$ cat config.mk
export PLATFORM = sky130hd
export DESIGN_NAME = memory_pipe_arbiter_nch
export DESIGN_NICKNAME = d
export VERILOG_FILES = /design/src/rtl/memory_pipe_arbiter_nch.sv
export SDC_FILE = /design/constraint.sdc
export NUM_CORES = 1
export LEC_CHECK = 0
export ABC_AREA = 1
export CORE_AREA = 3 3 281 283
export DETAILED_ROUTE_END_ITERATION = 10
export DIE_AREA = 0 0 284 286
export GPL_ROUTABILITY_DRIVEN = 1
export PLACE_DENSITY_LB_ADDON = 0.3
export SYNTH_ARGS = -nofsm -noshare
export SYNTH_HDL_FRONTEND = slang
export SYNTH_SLANG_ARGS = --single-unit
$ cat constraint.sdc
create_clock -name iCLOCK -period 4.6 [get_ports iCLOCK]
set_input_delay 1.15 -clock iCLOCK [delete_from_list [all_inputs] [get_ports iCLOCK]]
set_output_delay 1.15 -clock iCLOCK [all_outputs]
set_load 0.03 [all_outputs]
$ cat src/rtl/memory_pipe_arbiter_nch.sv
// N-channel memory pipe arbiter: grants one of P_CH core requests onto a registered
// memory request port and routes in-order responses back through a channel-ID FIFO.
module memory_pipe_arbiter_nch #(
    parameter int P_CH       = 4,
    parameter int P_QDEPTH   = 16,
    parameter int P_QDEPTH_N = 4,
    parameter int P_RR       = 1
) (
    input  logic                 iCLOCK,
    input  logic                 iRESET_SYNC,
    input  logic                 iFLUSH,
    input  logic [P_CH-1:0]      iCH_REQ,
    output logic [P_CH-1:0]      oCH_LOCK,
    input  logic [2*P_CH-1:0]    iCH_ORDER,
    input  logic [P_CH-1:0]      iCH_RW,
    input  logic [2*P_CH-1:0]    iCH_MMUMOD,
    input  logic [32*P_CH-1:0]   iCH_PDT,
    input  logic [32*P_CH-1:0]   iCH_ADDR,
    input  logic [32*P_CH-1:0]   iCH_DATA,
    output logic [P_CH-1:0]      oCH_VALID,
    input  logic [P_CH-1:0]      iCH_BUSY,
    output logic                 oCH_PAGEFAULT,
    output logic                 oCH_QUEUE_FLUSH,
    output logic                 oCH_STORE_ACK,
    output logic [63:0]          oCH_DATA,
    output logic [27:0]          oCH_MMU_FLAGS,
    output logic                 oMEMORY_REQ,
    input  logic                 iMEMORY_LOCK,
    output logic                 oMEMORY_DATA_STORE_ACK,
    output logic [1:0]           oMEMORY_MMU_MODE,
    output logic [31:0]          oMEMORY_PDT,
    output logic [1:0]           oMEMORY_ORDER,
    output logic                 oMEMORY_RW,
    output logic [31:0]          oMEMORY_ADDR,
    output logic [31:0]          oMEMORY_DATA,
    input  logic                 iMEMORY_VALID,
    input  logic                 iMEMORY_STORE_ACK,
    input  logic                 iMEMORY_PAGE_FAULT,
    input  logic                 iMEMORY_QUEUE_FLUSH,
    input  logic [63:0]          iMEMORY_DATA,
    input  logic [27:0]          iMEMORY_MMU_FLAGS,
    output logic                 oMEMORY_BUSY,
    output logic                 oERR_ORPHAN
);
    localparam int CHW = (P_CH > 1) ? $clog2(P_CH) : 1;

    typedef struct packed {
        logic        req;
        logic        store_ack;
        logic [1:0]  mmu_mode;
        logic [31:0] pdt;
        logic [1:0]  order;
        logic        rw;
        logic [31:0] addr;
        logic [31:0] data;
    } mem_req_t;

    typedef struct packed {
        logic [P_CH-1:0] valid;
        logic            pagefault;
        logic            queue_flush;
        logic            store_ack;
        logic [63:0]     data;
        logic [27:0]     flags;
    } resp_t;

    mem_req_t              mem_q, mem_d;
    resp_t                 resp_q, resp_d;
    logic [CHW-1:0]        fifo_ch_q [P_QDEPTH];
    logic                  fifo_st_q [P_QDEPTH];
    logic [P_QDEPTH_N-1:0] wr_ptr_q, wr_ptr_d, rd_ptr_q, rd_ptr_d;
    logic [P_QDEPTH_N:0]   count_q, count_d;
    logic [CHW-1:0]        rr_ptr_q, rr_ptr_d, rr_base;
    logic                  orphan_q, orphan_d;

    logic                  fifo_full, fifo_empty, common_lock;
    logic                  gnt_any, issue, push, pop, accept;
    logic [CHW-1:0]        gnt_idx, head_ch;
    logic [CHW:0]          idx_sum;
    logic [P_CH-1:0]       gnt_vec;
    logic                  head_st;

    assign fifo_full   = (count_q == (P_QDEPTH_N+1)'(P_QDEPTH));
    assign fifo_empty  = (count_q == '0);
    assign common_lock = fifo_full || iMEMORY_LOCK;
    assign rr_base     = (P_RR != 0) ? rr_ptr_q : '0;

    // NOTE: every variable written in always_comb gets a default first so no latch is inferred.
    always_comb begin
        gnt_any = 1'b0;
        gnt_idx = '0;
        idx_sum = '0;
        // Scan downward so the candidate closest to the search base is written last and wins.
        for (int k = P_CH - 1; k >= 0; k--) begin
            idx_sum = {1'b0, rr_base} + (CHW+1)'(k);
            if (idx_sum >= (CHW+1)'(P_CH)) idx_sum = idx_sum - (CHW+1)'(P_CH);
            if (iCH_REQ[idx_sum[CHW-1:0]]) begin
                gnt_any = 1'b1;
                gnt_idx = idx_sum[CHW-1:0];
            end
        end
    end

    assign gnt_vec      = gnt_any ? (P_CH'(1) << gnt_idx) : '0;
    assign oCH_LOCK     = {P_CH{common_lock}} | (iCH_REQ & ~gnt_vec);
    assign issue        = !common_lock && gnt_any;
    assign push         = issue && !iFLUSH;
    assign head_ch      = fifo_ch_q[rd_ptr_q];
    assign head_st      = fifo_st_q[rd_ptr_q];
    assign oMEMORY_BUSY = !fifo_empty && iCH_BUSY[head_ch];
    assign accept       = iMEMORY_VALID && !oMEMORY_BUSY;
    assign pop          = accept && !fifo_empty && !iFLUSH;

    always_comb begin
        mem_d    = mem_q;
        rr_ptr_d = rr_ptr_q;
        if (!common_lock) begin
            mem_d.req = gnt_any;
            if (gnt_any) begin
                mem_d.store_ack = iCH_RW[gnt_idx];
                mem_d.rw        = iCH_RW[gnt_idx];
                mem_d.mmu_mode  = iCH_MMUMOD[2*gnt_idx +: 2];
                mem_d.order     = iCH_ORDER[2*gnt_idx +: 2];
                mem_d.pdt       = iCH_PDT[32*gnt_idx +: 32];
                mem_d.addr      = iCH_ADDR[32*gnt_idx +: 32];
                mem_d.data      = iCH_DATA[32*gnt_idx +: 32];
                if (P_RR != 0)
                    rr_ptr_d = (gnt_idx == CHW'(P_CH - 1)) ? '0 : gnt_idx + CHW'(1);
            end
        end
    end

    always_comb begin
        wr_ptr_d = wr_ptr_q;
        rd_ptr_d = rd_ptr_q;
        count_d  = count_q;
        resp_d   = resp_q;
        resp_d.valid = '0;
        orphan_d = orphan_q
                 | (accept && (fifo_empty || (head_st != iMEMORY_STORE_ACK)));
        if (iFLUSH) begin
            wr_ptr_d = '0;
            rd_ptr_d = '0;
            count_d  = '0;
        end else begin
            if (push) wr_ptr_d = wr_ptr_q + P_QDEPTH_N'(1);
            if (pop)  rd_ptr_d = rd_ptr_q + P_QDEPTH_N'(1);
            if (push && !pop)      count_d = count_q + (P_QDEPTH_N+1)'(1);
            else if (pop && !push) count_d = count_q - (P_QDEPTH_N+1)'(1);
        end
        if (pop) begin
            resp_d.valid       = P_CH'(1) << head_ch;
            resp_d.pagefault   = iMEMORY_PAGE_FAULT;
            resp_d.queue_flush = iMEMORY_QUEUE_FLUSH;
            resp_d.store_ack   = iMEMORY_STORE_ACK;
            resp_d.data        = iMEMORY_DATA;
            resp_d.flags       = iMEMORY_MMU_FLAGS;
        end
    end

    // NOTE: sequential state uses non-blocking assignments so all registers update together.
    always_ff @(posedge iCLOCK) begin
        if (iRESET_SYNC) begin
            mem_q    <= '0;
            resp_q   <= '0;
            wr_ptr_q <= '0;
            rd_ptr_q <= '0;
            count_q  <= '0;
            rr_ptr_q <= '0;
            orphan_q <= 1'b0;
        end else begin
            mem_q    <= mem_d;
            resp_q   <= resp_d;
            wr_ptr_q <= wr_ptr_d;
            rd_ptr_q <= rd_ptr_d;
            count_q  <= count_d;
            rr_ptr_q <= rr_ptr_d;
            orphan_q <= orphan_d;
        end
    end

    // NOTE: FIFO storage is not reset; entries are only read when count_q marks them valid.
    always_ff @(posedge iCLOCK) begin
        if (push) begin
            fifo_ch_q[wr_ptr_q] <= gnt_idx;
            fifo_st_q[wr_ptr_q] <= iCH_RW[gnt_idx];
        end
    end

    assign oMEMORY_REQ            = mem_q.req;
    assign oMEMORY_DATA_STORE_ACK = mem_q.store_ack;
    assign oMEMORY_MMU_MODE       = mem_q.mmu_mode;
    assign oMEMORY_PDT            = mem_q.pdt;
    assign oMEMORY_ORDER          = mem_q.order;
    assign oMEMORY_RW             = mem_q.rw;
    assign oMEMORY_ADDR           = mem_q.addr;
    assign oMEMORY_DATA           = mem_q.data;
    assign oCH_VALID              = resp_q.valid;
    assign oCH_PAGEFAULT          = resp_q.pagefault;
    assign oCH_QUEUE_FLUSH        = resp_q.queue_flush;
    assign oCH_STORE_ACK          = resp_q.store_ack;
    assign oCH_DATA               = resp_q.data;
    assign oCH_MMU_FLAGS          = resp_q.flags;
    assign oERR_ORPHAN            = orphan_q;

endmodule
# After elaboration in Yosys (flattened, before gate mapping)
# Memories as Yosys holds them, arrays and structs flattened. A register that Yosys moved wholly into a read port is not among the register bits.
# Index checks and enable logic that the tools add are counted.
dict set report totals {
  mem_bits_ro 0
  output_inout_bits 208
  latch_bits 0
  memories 2
  register_bits 217
  mem_bits_rw 48
}
dict set report op_classes {
  div 0
  shift 7
  mul 0
  add_sub_neg 12
  n_mux 34
  reduce_logical 22
  order_cmp 10
  bitwise_logic 6
  n_eq_ne 3
}
# name words word_bits rd rd_ports_with_merged_regs wr line_no
set mem_list {}
lappend mem_list {fifo_ch_q 16 2 1 1 1 69} ;# logic [CHW-1:0] fifo_ch_q [P_QDEPTH];
lappend mem_list {fifo_st_q 16 1 1 1 1 70} ;# logic fifo_st_q [P_QDEPTH];
# op n
set op_table {}
lappend op_table {{128-bit by 8-bit indexed part select with 32-bit output} 3}
lappend op_table {{4-bit two-way mux} 5}
lappend op_table {{2-bit by 3-bit less-than comparator with 1-bit output (second input constant)} 6}
lappend op_table {{2-bit two-way mux} 9}
lappend op_table {{8-bit by 4-bit indexed part select with 2-bit output} 2}
lappend op_table {{1-bit binary-select mux with 2-bit select} 6}
lappend op_table {{1-bit two-way mux} 12}
lappend op_table {{5-bit two-way mux} 2}
lappend op_table {{3-bit greater-or-equal comparator (second input constant)} 3}
lappend op_table {{1-bit logical AND} 9}
lappend op_table {{4-bit by 1-bit adder with 4-bit output (second input constant)} 2}
lappend op_table {{1-bit by 2-bit left shift with 4-bit output (first input constant)} 2}
lappend op_table {{2-bit by 1-bit subtractor with 2-bit output (second input constant)} 4}
lappend op_table {{2-bit by 2-bit adder with 3-bit output (second input constant)} 2}
lappend op_table {{1-bit zero test} 6}
lappend op_table {{5-bit by 1-bit adder with 5-bit output (second input constant)} 1}
lappend op_table {{5-bit equality test (second input constant)} 1}
lappend op_table {{5-bit zero test} 1}
lappend op_table {{5-bit by 1-bit subtractor with 5-bit output (second input constant)} 1}
lappend op_table {{4-bit AND} 1}
lappend op_table {{4-bit NOT} 1}
lappend op_table {{4-bit OR} 1}
lappend op_table {{2-bit OR reduction} 2}
lappend op_table {{2-bit by 1-bit adder with 3-bit output (second input constant)} 1}
lappend op_table {{other kinds (9)} 11}

# Logic depth before layout (Yosys ltp)
# Gate-level depths: netlist of the first run.
dict set report logic_depth {
  word_depth 15
  depth_mapped 25
  mapped_depth_nobuf 22
}

# Worst setup path before layout of the first run
# No wires, ideal clock.
dict set report synth_timing {
  path_kind {input port to output port}
  start {input iCH_REQ[1]}
  end {output oCH_LOCK[3]}
  n_path_buf 2
  t_arrival_ns 3.082
  cell_stages 12
  slack_ns 0.368
  path_cell_list {inv_1 nand2_1 o21ai_1 or2_2 nand2_1 inv_2 nand3_1 nand2_2 buf_6 buf_2 ha_1 a22oi_1}
}
dict set report synth_between {
  elab_chain_cells 11
  word_cells_on_any_way 21
}
# item line_no
set synth_rtl {}
lappend synth_rtl {{from (decl)} 12} ;# input logic [P_CH-1:0] iCH_REQ,
lappend synth_rtl {{1-bit binary-select mux with 2-bit select} 97} ;# if (iCH_REQ[idx_sum[CHW-1:0]]) begin
lappend synth_rtl {{1-bit two-way mux (not written as such)} 97}
lappend synth_rtl {{2-bit two-way mux (3 in series)} 97}
lappend synth_rtl {{2-bit two-way mux *} 97}
lappend synth_rtl {{net gnt_idx[0]} 78} ;# logic [CHW-1:0] gnt_idx, head_ch;
lappend synth_rtl {{1-bit by 2-bit left shift with 4-bit output *} 104} ;# assign gnt_vec = gnt_any ? (P_CH'(1) << gnt_idx) : '0;
lappend synth_rtl {{4-bit two-way mux *} 104}
lappend synth_rtl {{4-bit NOT *} 105} ;# assign oCH_LOCK = {P_CH{common_lock}} | (iCH_REQ & ~gnt_vec);
lappend synth_rtl {{4-bit AND *} 105}
lappend synth_rtl {{4-bit OR *} 105}
lappend synth_rtl {{to (decl)} 13} ;# output logic [P_CH-1:0] oCH_LOCK,
# The timed path passes the listed nets; every way through them passes the cells marked *. The select of a mux whose other input is x is not followed.

# Worst setup path in the final report of the first run
dict set report layout_timing {
  start {input iCH_REQ[1]}
  end {output oCH_LOCK[0]}
}
dict set report layout_between {
  elab_chain_cells 11
  word_cells_on_any_way 21
}
# item line_no
set layout_rtl {}
lappend layout_rtl {{1-bit binary-select mux with 2-bit select} 97}
lappend layout_rtl {{1-bit two-way mux (not written as such)} 97}
lappend layout_rtl {{2-bit two-way mux (4 in series)} 97}
lappend layout_rtl {{1-bit by 2-bit left shift with 4-bit output} 104}
lappend layout_rtl {{4-bit two-way mux *} 104}
lappend layout_rtl {{4-bit NOT *} 105}
lappend layout_rtl {{4-bit AND *} 105}
lappend layout_rtl {{4-bit OR *} 105}
# Mark *: on every way between the ends. The rest lies on a longest branch, timed or not. The select of a mux whose other input is x is not followed.

==> metrics.cfg, run 1 <==
[power_and_ir_drop]
leakage_nw = 10.88
irDropWorstVdd_mv = 0.6821
p_per_area_nw_per_um2 = 568.4

[logic_synthesis]
synth_top_family_by_area = simple AND/OR/NAND/NOR gates
synthAdderAreaFrac_pct = 1.233
yosys.area.top_type = dfxtp_1
avgSynthCellArea_um2 = 6.432
syn_nets = 2829
ys_warn_count = 0
synth_compound_area_share_pct = 7.129
ys_seq_area_share_pct = 39.60
yosys.area.top_type_share_pct = 29.87
synth.ff_latch_count = 269
synthXorXnorAreaFrac_pct = 0.2281
yosys.area_share.simple_pct = 40.38
synth_cells = 2303
synth_area_leaders = dfxtp_1 (30%), nand2_1 (20%), nor2_1 (11%)
synth_area_um2 = 14810
yosysUniqueCellTypes = 38
synthMuxAreaShare_pct = 0

[drt]
detail-route-antenna-nets = 0
dr.first_iter.drc_count = 737
viasPerCell = 3.976
dr.pass1.iters = 5
vias = 15957
wire_per_inst_um = 16.22
wl_mm = 65.10
drc_errors = 0

[timing]
grt_setup_unrepaired = no
slew-limit-headroom_pct = 32.78
final.setup_skew_ps = 12.52
slew_viol_final = 0
fmax_mhz = 225.3
finalSetupViolations = 0
setup_tns_ps = 0
period_needed_ps = 4438
timing.hold.ws_ps = 452.9
worst_pin_slew_ps = 1008
fin_crit_sh_pct = 96.48
finalHoldViolCount = 0

[cts]
cts_root_buffer = clkbuf_16
cts_buffer_depth = 3
clk_pin_slew_ps = 50
holdBufCountCts = 0
cts_inserted_buffers = 36
clk_latency_ps = 550
cts_tree = built
htreeDepth = 2
post-cts-setup-buffers = 0
clock_sinks = 269

[cells_and_area]
n_fill_cell = 8429
final_cell_mix = nand2_1 (776), clkdlybuf4s50_1 (714), nor2_1 (449), inv_1 (243), dfxtp_1 (221)
drive_above_1_share_pct = 4.990
final-seq-area_um2 = 5866
fin_util_pct = 31.23
syn_to_final_growth_pct = 62.23
multi_input_area_um2 = 7287
fin_area_um2 = 24030
nNetsFinal = 3464
layout_commonest_cell = nand2_1

[grt]
grt_usage_pct = 15.17
grt_pass1_vias = 15416
grt_antenna_before_repair = 11
grt_max_degree = 191
gr-usage-met3_pct = 4.335
grt_use_met2_pct = 26.82
grt_pass1_wl_mm = 94.59
top_usage_layer = met2
grtUsageMet1_pct = 17.14
overflow = 0

[critical_path]
r2r_cells = 21
worstSetupPathType = in -> out
required_ps = 3450
crit_path_max_fanout = 5
startpoint_type = input pin
crit_path_end_kind = output pin
cp.arrival_ps = 3290

[die]
die_x_um = 284
rows = 102
io-pin-count = 720
die_h_um = 286
initial_core_util_pct = 19.25
core_um2 = 76960
die_area_um2 = 81220

[min_path]
holdCritPathClass = reg -> reg
hold_depth = 2

[place]
placed_area_um2 = 22830
place_congestion = 0.8454
io_buffers = 719
dp_hpwl_mm = 48.76

[run_status]
outcome = completed

[flow_run]
drv_cap = 0

==> per-stage QoR <==
stage               cells  power (mW)  setup slack [ps]
detailed placement   3940       11.08             86.80
global placement     3940       11.07             95.12
floorplan            2303       8.072             368.3
finish               4013       13.66             161.8
CTS                  4006       13.99             134.7
global route         4011       14.73             1.924
==> where the power goes <==
group	leakage (nW)	total, mW	internal [mW]	switching (mW)
logic	8.05	7.58	2.73	4.86
registers	2.25	3.29	2.99	0.306
clock network	0.582	2.79	1.64	1.15
==> what timing repair did <==
action | 4_1_cts | 5_1_grt
endpoints found under the hold margin | 0 | 0
resized for setup | 0 | 1
setup endpoints to repair | 0 | 1
==> flip-flops by register name, indices dropped and copies added, names as in the netlist, 2 cells and up, named ones only <==
signal / cells
fifo_st_q: 16
oCH_DATA: 64
oMEMORY_ADDR: 32
wr_ptr_q: 4
rd_ptr_q: 4
oCH_MMU_FLAGS: 28
oMEMORY_DATA: 32
oMEMORY_ORDER: 2
count_q: 5
oMEMORY_MMU_MODE: 2
oMEMORY_PDT: 32
oCH_VALID: 4
rr_base: 2
fifo_ch_q: 32
==> cells in the mapped netlist <==
cell,count
or2_2,50
o211ai_1,103
buf_2,81
nor2_1,450
inv_1,244
o21ai_1,2
xor2_1,1
xnor2_2,1
clkbuf_2,1
ha_1,13
fa_1,1
a211oi_1,1
o21ai_0,19
o21ai_2,4
buf_6,12
nand3_1,137
nand2_1,776
nand2_2,2
a21o_1,1
nand4_1,3
nor4_1,1
xnor2_1,1
inv_4,1
nand3b_1,1
o221ai_1,2
nor3b_1,1
buf_4,7
o22ai_1,2
a22oi_1,2
nand3_2,1
buf_1,11
o21a_1,1
inv_2,5
a21oi_1,15
edfxtp_1,48
or2_0,51
dfxtp_1,221
clkbuf_1,30
==> kinds of logic after synthesis <==
| group | after synthesis |
|---|---|
| buffers and inverters | 392 |
| adders and majority gates | 14 |
| DFF | 269 |
| AOI/OAI and AO/OA | 152 |
| xor gates and xnor gates | 3 |
| and+or+nand+nor | 1473 |
==> final cells by class <==
cell class	instances	area share (%)
timing repair buffer	739	30.94
multi-input combinational	1642	30.32
sequential	269	24.41
tap	1040	5.415
clock buffer	55	4.509
inverter	250	3.952
clock inverter	11	0.3801
antenna	7	0.07289
==> routing by layer <==
layer / routed length, µm / up-vias
met5: 35 / -
met4: 2411 / 6
met3: 4591 / 103
met2: 31880 / 515
met1: 26180 / 6998
li1: - / 8335
==> path summary, 6_finish.rpt <==
check | startpoint | to | slack [ps]
setup / recovery | iCH_REQ[1] | oCH_LOCK[0] | 160
hold / removal | oERR_ORPHAN | oERR_ORPHAN | 450
setup reg to reg | register | count_q[4] | 970
hold reg to reg | oERR_ORPHAN | oERR_ORPHAN | 450
==> worst max-delay path, cell delays in order <==
cell	delay (ps)
clkdlybuf4s50_1	460
inv_1	60
nand2_1	50
o21ai_1	110
or2_2	350
nand2_1	100
inv_2	40
nand2_1	50
nand2_1	120
nand2_8	150
inv_6	50
ha_1	180
a21oi_1	240
buf_12	160
No activity file was read; power rests on OpenSTA's default activity.
==> run 2: changes to the inputs <==
Settings changed: CORE_AREA 3 3 281 283 to 3 3 280 282, DIE_AREA 0 0 284 286 to 0 0 283 285.
==> run 2 against run 1 <==
  * Die area down 0.70%
  * Non-clock buffer count up 5
  * Sequential cell count unchanged
  * Maximum frequency about the same
  * First-iteration DRC count down 9.8%
  * Largest cell class unchanged
  * Highest routed layer unchanged
==> metrics.cfg, run 2 (synthesis gave the netlist of run 1 again) <==
[run_status]
outcome = completed

[cells_and_area]
layout_commonest_cell = nand2_1
final-seq-area_um2 = 5866  ; unchanged
multi_input_area_um2 = 7301  ; +0.19%
syn_to_final_growth_pct = 62.94
drive_above_1_share_pct = 5.354  ; +0.36 points
stdcell_count = 4007  ; -0.15%
largest_reg_flops = 64  ; unchanged
final_cell_mix = nand2_1 (776), clkdlybuf4s50_1 (714), nor2_1 (449), inv_1 (243), dfxtp_1 (221)
n_fill_cell = 8319  ; -1.3%
nNetsFinal = 3469  ; +0.14%

[power_and_ir_drop]
internal_power_mw = 7.536  ; +2.5%
power.share.clock_pct = 21.3  ; +0.9 points
p_sw_mw = 6.340  ; +0.51%
total_power_mw = 13.88  ; +1.6%
sequentialPowerShare_pct = 23.8  ; -0.3 points
combinationalPowerShare_pct = 55.0  ; -0.5 points
p_per_area_nw_per_um2 = 574.9  ; +1.1%
irDropWorstVdd_mv = 0.6731  ; -1.3%
swShare_pct = 45.69  ; -0.49 points
leakage_nw = 10.94  ; +0.53%

[drt]
vias = 16056  ; +0.62%
wire_per_inst_um = 16.00  ; -1.4%
viasPerCell = 4.007  ; +0.77%
detail-route-antenna-nets = 0  ; unchanged
dr.first_iter.drc_count = 665  ; -9.8%
wl_mm = 64.11  ; -1.5%
drc_errors = 0  ; unchanged
dr.pass1.iters = 5  ; unchanged

[timing]
worst_pin_slew_ps = 924.3  ; -84.01 ps
final.setup_skew_ps = 25.49  ; +12.97 ps
finalHoldViolCount = 0  ; unchanged
slew-limit-headroom_pct = 38.38  ; +5.6 points
finalSetupViolations = 0  ; unchanged
period_needed_ps = 4440  ; +1.796 ps
fin_crit_sh_pct = 96.52  ; about the same
setup_tns_ps = 0  ; unchanged
grt_setup_unrepaired = no
slew_viol_final = 0  ; unchanged
fmax_mhz = 225.2  ; about the same

[critical_path]
crit_path_end_kind = output pin
worstSetupPathType = in -> out
crit_path_max_fanout = 5  ; unchanged
required_ps = 3450  ; about the same
startpoint_type = input pin
cp.arrival_ps = 3290  ; about the same

[grt]
grt_usage_pct = 15.06  ; -0.11 points
grt_max_degree = 191  ; unchanged
grt_antenna_before_repair = 13  ; +2
overflow = 0  ; unchanged
grt_pass1_vias = 15491  ; +0.49%
grt_pass1_wl_mm = 93.99  ; -0.63%

[place]
dp_hpwl_mm = 48.96  ; +0.42%
dp.cells = 3935  ; -0.13%
place_congestion = 0.8597  ; +1.7%
io_buffers = 719  ; unchanged

[die]
die_x_um = 283  ; -0.35%
die_area_um2 = 80660  ; -0.70%
initial_core_util_pct = 19.50  ; +0.26 points
io-pin-count = 720  ; unchanged
core_um2 = 75950  ; -1.3%
die_h_um = 285  ; -0.35%
rows = 101  ; -0.98%

[cts]
cts_tree = built
clk_latency_ps = 550  ; about the same
clock_sinks = 269  ; unchanged
cts_buffer_depth = 3  ; unchanged
clk_pin_slew_ps = 60  ; about the same
post-cts-setup-buffers = 0  ; unchanged
cts_inserted_buffers = 36  ; unchanged
holdBufCountCts = 0  ; unchanged
cts_root_buffer = clkbuf_16
htreeDepth = 2  ; unchanged

[flow_run]
drv_cap = 0  ; unchanged

[min_path]
holdCritPathClass = reg -> reg

run 2: changes by cell type in the layout (fill, tap and decap cells not counted), moves of 2 or more:
cell,previous run,this run
buf_4,17,22
bufinv_16,0,5
clkbuf_1,9,4
clkbuf_8,9,5
clkinv_4,2,0
clkinvlp_4,0,2
run 2: metrics by stage:
stage                     hold slack, ps  setup slack (ps)  instance area [µm²]  util [%]
after floorplan                    454.2             368.3                14810         -
after global placement             442.1            -7.301                22860     30.10
after detailed placement           458.1            -8.690                22860     30.10
after CTS                          467.3             50.05                24110     31.74
after global routing               485.4             3.008                24140     31.78
final                              467.7             160.0                24140     31.78
run 2: area by class of cell:
cell class / instances / share of cell area [%]
Timing Repair Buffer: 744 / 30.96
Multi-Input combinational cell: 1642 / 30.25
Sequential cell: 269 / 24.30
Tap cell: 1030 / 5.339
Clock buffer: 45 / 4.080
Inverter: 250 / 3.929
Clock inverter: 20 / 1.073
Antenna cell: 7 / 0.07257
run 2: final timing paths:
path	startpoint	to	slack, ps	cells past startpoint
max	iCH_REQ[1]	oCH_LOCK[3]	160	13
min	oERR_ORPHAN	oERR_ORPHAN	470	2
max reg2reg	rr_base[0]	count_q[4]	1140	18
min reg2reg	oERR_ORPHAN	oERR_ORPHAN	470	2
run 2: worst max-delay path, stage by stage:
cell,delay [ps]
clkdlybuf4s50_1,420
inv_1,120
nand2_1,60
o21ai_1,150
or2_2,190
nand2_1,80
buf_4,150
o21ai_4,220
inv_4,70
ha_1,200
a22oi_2,200
buf_4,160
buf_12,120
run 2: what timing repair did:
action                                  in CTS  in global routing
gates resized for setup                      1                  3
endpoints found under the setup margin       1                  3
pin swaps                                    0                  1
run 2: power groups by stage:
stage / clock network [mW] / logic [mW] / registers [mW]
finish: 2.95 / 7.63 / 3.30
global route: 3.16 / 8.40 / 3.36
CTS: 3.07 / 7.76 / 3.31
detailed placement: 0 / 7.73 / 3.36
global placement: 0 / 7.74 / 3.35
floorplan: 0 / 3.95 / 4.12
run 2: layer usage:
metal	vias to the layer above	track usage (%)	wire (µm)
met5	-	0	35
met4	6	6.484	2626
met3	109	4.812	4819
met2	541	25.94	30650
met1	7071	17.11	25980
li1	8329	-	-
==> run 3: changes to the inputs <==
==> constraint.sdc (replaced) <==
create_clock -name iCLOCK -period 4.6 [get_ports iCLOCK]
set_input_delay 1.15 -clock iCLOCK [delete_from_list [all_inputs] [get_ports iCLOCK]]
set_output_delay 1.15 -clock iCLOCK [all_outputs]
set_load 0.02 [all_outputs]
==> run 3 against run 2 <==
  * Global-route usage up 0.064 points
  * Worst hold slack worse by 17 ps
  * Critical path type unchanged
  * Clock skew down 10 ps
  * Clock power down 6%
==> metrics.cfg, run 3 (synthesis gave the netlist of run 1 again) <==
[power_and_ir_drop]
irDropWorstVdd_mv = 0.8139  ; +21%
leakage_nw = 10.94  ; about the same
p_per_area_nw_per_um2 = 556.1  ; -3.3%

[critical_path]
r2r_slack_ps = 940  ; -200 ps
r2r_cells = 21  ; +3
crit_path_max_fanout = 4  ; -1
timing.rr.end = count_q[4]
crit_start = iCH_REQ[1]
startpoint_type = input pin
worstSetupPathType = in -> out
crit_path_end_kind = output pin
required_ps = 3450  ; about the same
cp.arrival_ps = 3300  ; about the same
cp-endpoint = oCH_LOCK[3]

[timing]
finalSetupViolations = 0  ; unchanged
finalHoldViolCount = 0  ; unchanged
slew_viol_final = 0  ; unchanged
grt_setup_unrepaired = no
worst_slack_ps = 146.0  ; -14.04 ps
fmax_mhz = 224.5  ; -0.32%
slew-limit-headroom_pct = 27.16  ; -11 points
fin_crit_sh_pct = 96.83  ; +0.31 points
period_needed_ps = 4454  ; +14.04 ps
final.setup_skew_ps = 15.04  ; -10.45 ps
worst_pin_slew_ps = 1081  ; +157.0 ps

[drt]
wl_mm = 64.30  ; +0.30%
viasPerCell = 3.993  ; -0.35%
vias = 16043  ; -0.081%
detail-route-antenna-nets = 0  ; unchanged
wire_per_inst_um = 16.00  ; about the same
drc_errors = 0  ; unchanged
dr.pass1.iters = 7  ; +2
dr.first_iter.drc_count = 734  ; +10%

[cts]
cts_buffer_depth = 3  ; unchanged
clk_pin_slew_ps = 60  ; about the same
clk_latency_ps = 540  ; about the same
cts_tree = built
htreeDepth = 2  ; unchanged
cts_root_buffer = clkbuf_16
post-cts-setup-buffers = 0  ; unchanged
cts_inserted_buffers = 36  ; unchanged
clock_sinks = 269  ; unchanged

[grt]
grt_max_degree = 191  ; unchanged
grt_antenna_before_repair = 7  ; -6
grt_usage_pct = 15.13  ; +0.064 points
grt_pass1_wl_mm = 94.96  ; +1.0%
overflow = 0  ; unchanged
grt_pass1_vias = 15518  ; +0.17%

[cells_and_area]
nNetsFinal = 3482  ; +0.37%
layout_commonest_cell = nand2_1
n_fill_cell = 8305  ; -0.17%
fin_util_pct = 31.72  ; -0.061 points
largest_reg_flops = 64  ; unchanged
drive_above_1_share_pct = 5.431  ; +0.077 points
syn_to_final_growth_pct = 62.63
final_cell_mix = nand2_1 (776), clkdlybuf4s50_1 (714), nor2_1 (449), inv_1 (243), dfxtp_1 (221)

[place]
place_congestion = 0.8454  ; -1.7%
io_buffers = 719  ; unchanged
dp_hpwl_mm = 48.87  ; -0.18%
pre_cts_ws_ps = -88.21  ; -79.52 ps

[run_status]
outcome = completed

[die]
initial_core_util_pct = 19.50  ; unchanged
rows = 101  ; unchanged
io-pin-count = 720  ; unchanged
die_h_um = 285  ; unchanged
core_um2 = 75950  ; unchanged
die_x_um = 283  ; unchanged
die_area_um2 = 80660  ; unchanged

[min_path]
holdCritPathClass = reg -> reg

[flow_run]
drv_cap = 0  ; unchanged

-- run 3: cell types whose count changed in the layout (fill, tap and decap cells not counted), moves of 3 or more --
cell	previous run	this run
clkbuf_1	4	11
buf_4	22	36
clkbuf_8	5	0
buf_12	8	5
-- run 3: stage by stage --
stage	hold WS, ps	instance area (µm²)	instances	setup TNS, ps	power (mW)
global placement	438.7	22920	3948	-164.3	10.81
CTS	450.1	24070	4013	0	13.67
finish	451.0	24090	4018	0	13.40
detailed placement	440.4	22920	3948	-126.3	10.81
floorplan	454.2	14810	2303	0	7.729
global route	478.2	24090	4016	0	14.45
-- run 3: timing repair --
item	in CTS	in global routing
pin swaps	0	1
gates resized for setup	2	3
hold buffers	0	0
endpoints found under the setup margin	2	2
-- run 3: layer usage --
| metal | vias up | global-route usage (%) | part of all wire [%] |
|---|---|---|---|
| li1 | 8373 | - | - |
| met1 | 7078 | 17.41 | 41 |
| met2 | 517 | 27.44 | 50 |
| met3 | 69 | 4.325 | 7.3 |
| met4 | 6 | 3.755 | 2.1 |
| met5 | - | 0 | 0.064 |
-- run 3: area by class of cell --
class	instances	area, µm²	area share (%)
flip-flops and latches	269	5866	24.35
multi-input cells	1642	7297	30.29
well taps	1030	1289	5.350
inverters	250	948.4	3.937
clock inverters	18	198.9	0.8258
clock buffers	47	942.2	3.911
diodes	5	12.51	0.05194
repair buffers	757	7537	31.29
-- run 3: worst min-delay path by stage --
stage	start	endpoint	slack, ps	depth (start not counted)
after global placement	oERR_ORPHAN	oERR_ORPHAN	440	2
after CTS	oERR_ORPHAN	oERR_ORPHAN	450	2
final	oERR_ORPHAN	oERR_ORPHAN	450	2
after detailed placement	oERR_ORPHAN	oERR_ORPHAN	440	2
after global routing	oERR_ORPHAN	oERR_ORPHAN	480	2
after floorplan	count_q[4]	count_q[4]	450	2
-- run 3: report_power, final --
group / total, mW / switching (mW) / internal, mW
sequential: 3.27 / 0.279 / 2.99
combinational: 7.37 / 4.57 / 2.80
clock: 2.76 / 1.13 / 1.63
total: 13.4 / 5.98 / 7.42
-- run 3: worst max-delay path, stage by stage --
cell and delay [ps]:
clkdlybuf4s50_1 460, inv_1 70, nand2_1 60, o21ai_1 70, or2_2 300, nand2_1 90
inv_2 40, buf_4 120, nand3_2 110, nand2_8 70, buf_4 160, ha_1 220
a22oi_2 200, buf_6 170
